`src/rtl/mem_stage.sv`:
```
// RV32I memory-access stage: load/store over a req/ready handshake.
// Optional misalignment trap under `MISALIGN_TRAP_EN`.
module mem_stage (
  input  logic        clk,
  input  logic        rst_n,
  input  logic        valid,
  input  logic        mem_rd,
  input  logic        mem_wr,
  input  logic [2:0]  funct3,
  input  logic [31:0] addr,
  input  logic [31:0] store_data,
  input  logic [31:0] alu_result,
  input  logic [4:0]  rd_in,
  input  logic        wb_en_in,
  output logic        wb_en,
  output logic [4:0]  rd,
  output logic [31:0] result,
  output logic        stall,
  output logic        dmem_req,
  output logic        dmem_we,
  output logic [31:0] dmem_addr,
  output logic [31:0] dmem_wdata,
  output logic [3:0]  dmem_wstrb,
  input  logic [31:0] dmem_rdata,
  input  logic        dmem_ready,
  output logic        misalign_err
);

  typedef enum logic [1:0] {
    IDLE = 2'd0,
    WAIT = 2'd1,
    DONE = 2'd2
  } state_e;

  state_e      state_q;
  logic        ld_q;
  logic        wben_q;
  logic        mis_q;
  logic [4:0]  rd_q;
  logic [2:0]  f3_q;
  logic [1:0]  lane_q;
  logic [31:0] rdata_q;
  logic        req_q;
  logic        we_q;
  logic [31:0] addr_q;
  logic [31:0] wdata_q;
  logic [3:0]  wstrb_q;

  logic        mem_op;
  logic        is_st;
  logic        sz_b;
  logic        sz_h;
  logic        mis_d;
  logic [3:0]  strb_d;
  logic [31:0] wdata_d;
  logic [31:0] shifted;
  logic [7:0]  ld_b;
  logic [15:0] ld_h;
  logic [31:0] ld_data;

  assign mem_op = valid & (mem_rd | mem_wr);
  assign is_st  = mem_wr & ~mem_rd;
  assign sz_b   = (funct3 == 3'b000) | (mem_rd & (funct3 == 3'b100));
  assign sz_h   = (funct3 == 3'b001) | (mem_rd & (funct3 == 3'b101));

`ifdef MISALIGN_TRAP_EN
  assign mis_d = sz_h ? addr[0] : (~sz_b & (|addr[1:0]));
`else
  assign mis_d = 1'b0;
`endif

  always_comb begin
    strb_d  = 4'b1111;
    wdata_d = store_data;
    if (sz_b) begin
      strb_d  = 4'b0001 << addr[1:0];
      wdata_d = {4{store_data[7:0]}};
    end else if (sz_h) begin
      strb_d  = 4'b0011 << {addr[1], 1'b0};
      wdata_d = {2{store_data[15:0]}};
    end
  end

  assign shifted = rdata_q >> {lane_q, 3'b000};
  assign ld_b    = shifted[7:0];
  assign ld_h    = lane_q[1] ? rdata_q[31:16] : rdata_q[15:0];

  always_comb begin
    unique case (f3_q)
      3'b000:  ld_data = {{24{ld_b[7]}}, ld_b};
      3'b001:  ld_data = {{16{ld_h[15]}}, ld_h};
      3'b100:  ld_data = {24'd0, ld_b};
      3'b101:  ld_data = {16'd0, ld_h};
      default: ld_data = rdata_q;
    endcase
  end

  always_comb begin
    result = alu_result;
    rd     = rd_in;
    wb_en  = valid & wb_en_in & ~mem_op;
    stall  = mem_op;
    unique case (state_q)
      WAIT: begin
        stall  = 1'b1;
        wb_en  = 1'b0;
        rd     = rd_q;
        result = ld_data;
      end
      DONE: begin
        stall  = 1'b0;
        wb_en  = ld_q & wben_q & ~mis_q;
        rd     = rd_q;
        result = ld_data;
      end
      default: ;
    endcase
  end

  always_ff @(posedge clk or negedge rst_n) begin
    if (!rst_n) begin
      state_q <= IDLE;
      ld_q    <= 1'b0;
      wben_q  <= 1'b0;
      mis_q   <= 1'b0;
      rd_q    <= 5'd0;
      f3_q    <= 3'd0;
      lane_q  <= 2'd0;
      rdata_q <= 32'd0;
      req_q   <= 1'b0;
      we_q    <= 1'b0;
      addr_q  <= 32'd0;
      wdata_q <= 32'd0;
      wstrb_q <= 4'd0;
    end else begin
      unique case (state_q)
        IDLE: begin
          if (mem_op) begin
            ld_q   <= mem_rd;
            wben_q <= wb_en_in;
            rd_q   <= rd_in;
            f3_q   <= funct3;
            lane_q <= addr[1:0];
            if (mis_d) begin
              mis_q   <= 1'b1;
              state_q <= DONE;
            end else begin
              req_q   <= 1'b1;
              we_q    <= is_st;
              addr_q  <= {addr[31:2], 2'b00};
              wdata_q <= wdata_d;
              wstrb_q <= is_st ? strb_d : 4'd0;
              state_q <= WAIT;
            end
          end
        end
        WAIT: begin
          if (dmem_ready) begin
            rdata_q <= dmem_rdata;
            req_q   <= 1'b0;
            we_q    <= 1'b0;
            state_q <= DONE;
          end
        end
        DONE: begin
          mis_q   <= 1'b0;
          state_q <= IDLE;
        end
        default: state_q <= IDLE;
      endcase
    end
  end

  assign dmem_req     = req_q;
  assign dmem_we      = we_q;
  assign dmem_addr    = addr_q;
  assign dmem_wdata   = wdata_q;
  assign dmem_wstrb   = wstrb_q;
  assign misalign_err = mis_q;

endmodule

```
`config.mk`:
```
export PLATFORM = sky130hd
export DESIGN_NAME = mem_stage
export DESIGN_NICKNAME = d
export VERILOG_FILES = /design/src/rtl/mem_stage.sv
export SDC_FILE = /design/constraint.sdc
export NUM_CORES = 1
export LEC_CHECK = 0
export ABC_AREA = 1
export CELL_PAD_IN_SITES_DETAIL_PLACEMENT = 1
export CELL_PAD_IN_SITES_GLOBAL_PLACEMENT = 1
export CORE_MARGIN = 10
export CORE_UTILIZATION = 27
export CTS_BUF_LIST = sky130_fd_sc_hd__clkbuf_16
export DETAILED_ROUTE_END_ITERATION = 8
export PLACE_DENSITY_LB_ADDON = 0.1
export SYNTH_ARGS = -nofsm -noshare
export SYNTH_HDL_FRONTEND = slang
export SYNTH_SLANG_ARGS = --single-unit
```
`constraint.sdc`:
```
create_clock -name clk -period 1.5 [get_ports clk]
set_input_delay 0.15 -clock clk [delete_from_list [all_inputs] [get_ports clk]]
set_output_delay 0.15 -clock clk [all_outputs]
set_load 0.02 [all_outputs]
```
==> results.sh <==
export IMPL_cts_tree="built"
export IMPL_startpoint="state_q[1]"
export IMPL_grt_pass1_wl_um=40500
export IMPL_synth_edf_count=0
export IMPL_p_per_area_nw_per_um2=2548
export IMPL_die_area_sq_um=29110
export IMPL_antennaDiodeCount=0
export IMPL_synth_area_leaders="dfrtp_1, nand2_1, nand3_1"
export IMPL_ys_async_sr_fraction_pct=100.0
export IMPL_ys_seq_area_share_pct=46.57
export IMPL_via_per_inst=4.547
export IMPL_reg2reg_from="state_q[1]"
export IMPL_synth_cell_area_sq_um=6126
export IMPL_setup_violations=71
export IMPL_die_x_um=170.6
export IMPL_grt_max_degree=78
export IMPL_synthToLayoutAreaGrowth_pct=85.68
export IMPL_cp_endpoint="result[17]"
export IMPL_maxSlewViolCount=0
export IMPL_r2r_end="rdata_q[21]"
export IMPL_finClkSkew_ns=0.008072
export IMPL_cp_end_kind="output port"
export IMPL_synth_largest_area_cell="dfrtp_1"
export IMPL_clkTransAtPathRegs_ns=0.06
export IMPL_coreArea_sq_um=22500
export IMPL_numCtsBuffers=17
export IMPL_r2r_slack_ns=-0.10
export IMPL_ys_ff_latch=114
export IMPL_peakVddDrop_uv=975.2
export IMPL_outcome="complete, but fails checks"
export IMPL_ant_nets=0
export IMPL_timing_hold_ws_ns=0.2725
export IMPL_synth_top_cells_by_count="nand2_1, dfrtp_1, inv_1"
export IMPL_portBuffers=249
export IMPL_yosys_warnings=0
export IMPL_clockBufferDepth=2
export IMPL_synth_top_area_share_pct=46.57
export IMPL_die_y_um=170.6
export IMPL_cts_root_buffer_cell="clkbuf_16"
export IMPL_setup_slack_ns=-0.5074
export IMPL_max_cap_viol_count=0
export IMPL_worst_pin_slew_ns=0.5602
export IMPL_yosysMostFrequentCell="nand2_1"
export IMPL_vias=6788
export IMPL_startpoint_type="flip-flop"
export IMPL_clk_latency_ns=0.42
export IMPL_wire_per_inst_um=18.65
export IMPL_gp_congestion=0.8346
export IMPL_period_needed_ns=2.007
export IMPL_min_period_over_period_pct=133.8
export IMPL_required_ns=1.35
export IMPL_drive_gt1_share_pct=33.36
export IMPL_p_leak_nw=5.743
export IMPL_drc=0
export IMPL_max_slew_margin_pct=62.65
export IMPL_min_delay_path_class="in -> reg"
export IMPL_rsz0062_at_grt="true"
export IMPL_start_util_pct=27.22
export IMPL_synthCells=848
export IMPL_cts_max_level=4
export IMPL_overflow=0
export IMPL_synth_area_per_cell_sq_um=7.224
export IMPL_dr_pass1_iters=4
export IMPL_crit_path_max_fanout=12
export IMPL_drtIter0Drc=208
export IMPL_clock_fmax_ghz=0.4982
export IMPL_track_usage_pct=17.87
export IMPL_synth_ff_type="dfrtp_1"
export IMPL_totalWireLength_um=27850
export IMPL_ys_types=27
export IMPL_crit_arrival_ns=1.86
export IMPL_grt_pass1_vias=7327
export IMPL_finalSetupTns_ns=-19.14
export IMPL_crit_type="reg -> out"
export IMPL_r2r_cells=7
export IMPL_place_hpwl_um=19110
export IMPL_boundaryPins=253
export IMPL_hold_viol_final=0
export IMPL_violations="negative setup slack"
export IMPL_clock_sinks=114
export IMPL_antenna_found_initial=0
export IMPL_nets=1343
export IMPL_rows=55
-- critical path, stage by stage (launching register included) --
cell	delay [ns]
dfrtp_1	0.37
inv_2	0.06
ha_4	0.32
inv_6	0.08
buf_12	0.16
a21oi_4	0.11
nand3_1	0.08
nand2_1	0.07
inv_2	0.03
buf_4	0.14
-- through the flow --
step           setup WS (ns)  util (%)  power (mW)  instances  area, sq um
2_1_floorplan       -0.03760         -       13.50        850         6181
3_3_place_gp         -0.5998     42.84       21.24       1426         9639
3_5_place_dp         -0.6182     42.84       21.44       1426         9639
4_1_cts              -0.5153     47.46       26.83       1475        10680
5_1_grt              -0.6196     50.55       31.02       1493        11370
6_report             -0.5074     50.55       28.98       1493        11370
-- report_power, final --
part	switching, mW	internal, mW	total (mW)
logic	10.5	8.98	19.5
registers	0.908	4.54	5.44
clock network	1.60	2.46	4.06
-- flip-flops by register name, indices dropped and copies added (netlist names) --
name / cells
f3_q: 3
wben_q: 1
ld_q: 1
dmem_req: 1
lane_q: 2
dmem_wstrb: 4
state_q: 2
rd_q: 5
dmem_wdata: 32
dmem_we: 1
rdata_q: 32
dmem_addr: 30
-- worst min-delay path by stage --
stage | start | endpoint | slack [ns] | cells past startpoint
after floorplan | rst_n | dmem_addr[10] | -0.15 | 0
after global placement | rst_n | rdata_q[2] | 0.23 | 2
after detailed placement | rst_n | rdata_q[2] | 0.22 | 2
after CTS | addr[14] | dmem_addr[14] | 0.26 | 3
after global routing | addr[20] | dmem_addr[20] | 0.26 | 3
final | addr[28] | dmem_addr[28] | 0.27 | 3
-- layout by cell type (no fill, tap or decap), types with 4 or more instances in the layout --
| cell type | count |
|---|---|
| nor2_4 | 4 |
| nand2_1 | 321 |
| inv_1 | 36 |
| clkdlybuf4s50_1 | 141 |
| o21ai_1 | 9 |
| nand3_1 | 36 |
| buf_12 | 17 |
| buf_4 | 89 |
| inv_2 | 25 |
| a21oi_1 | 23 |
| o21ai_2 | 6 |
| buf_16 | 4 |
| nand2_4 | 13 |
| a21oi_4 | 6 |
| inv_6 | 4 |
| mux2_2 | 6 |
| nand3_2 | 18 |
| nor2_1 | 31 |
| buf_6 | 40 |
| or2_4 | 6 |
| o21ai_0 | 8 |
| a21oi_2 | 26 |
| dfrtp_1 | 112 |
| nand2_2 | 45 |
| dlygate4sd2_1 | 68 |
| or2_2 | 24 |
| clkinv_4 | 5 |
| clkbuf_16 | 27 |
| mux2_4 | 8 |
| o211ai_1 | 6 |
| nor2_2 | 11 |
-- area by class of cell --
type                    instances  area [sq um]
clock inverters                15         157.7
multi-input cells             624          3455
clock buffers                  17         425.4
well taps                     285         356.6
inverters                      66         259.0
flip-flops and latches        114          2855
repair buffers                372          3866
fillers                      2637         11130
-- repair_timing --
action / in CTS / in global routing
setup endpoints to repair: 151 / 121
endpoints found under the hold margin: 114 / 0
gates cloned: 5 / 11
hold buffers: 1 / 0
pin swaps: 21 / 38
gates resized for setup: 352 / 141
buffers inserted: 12 / 10
-- cells by family (layout without fill, tap and decap cells) --
| family | Yosys count | in the layout | share of synthesized area (%) |
|---|---|---|---|
| compound gates | 88 | 88 | 7.925 |
| fa+ha+maj | 5 | 5 | 1.021 |
| buf+inv | 113 | 470 | 7.843 |
| flops | 114 | 114 | 46.57 |
| mux | 14 | 14 | 2.574 |
| other cells | 1 | 3 | 0.06122 |
| simple gates | 513 | 514 | 34.01 |
-- metal layers --
metal	up-vias	track usage (%)	wire length, um
met3	28	6.843	2006
met1	3243	19.42	10690
li1	3334	-	-
met2	183	31.92	14720
met5	-	0	0
met4	0	4.424	425
No activity file was read; power rests on OpenSTA's default activity.
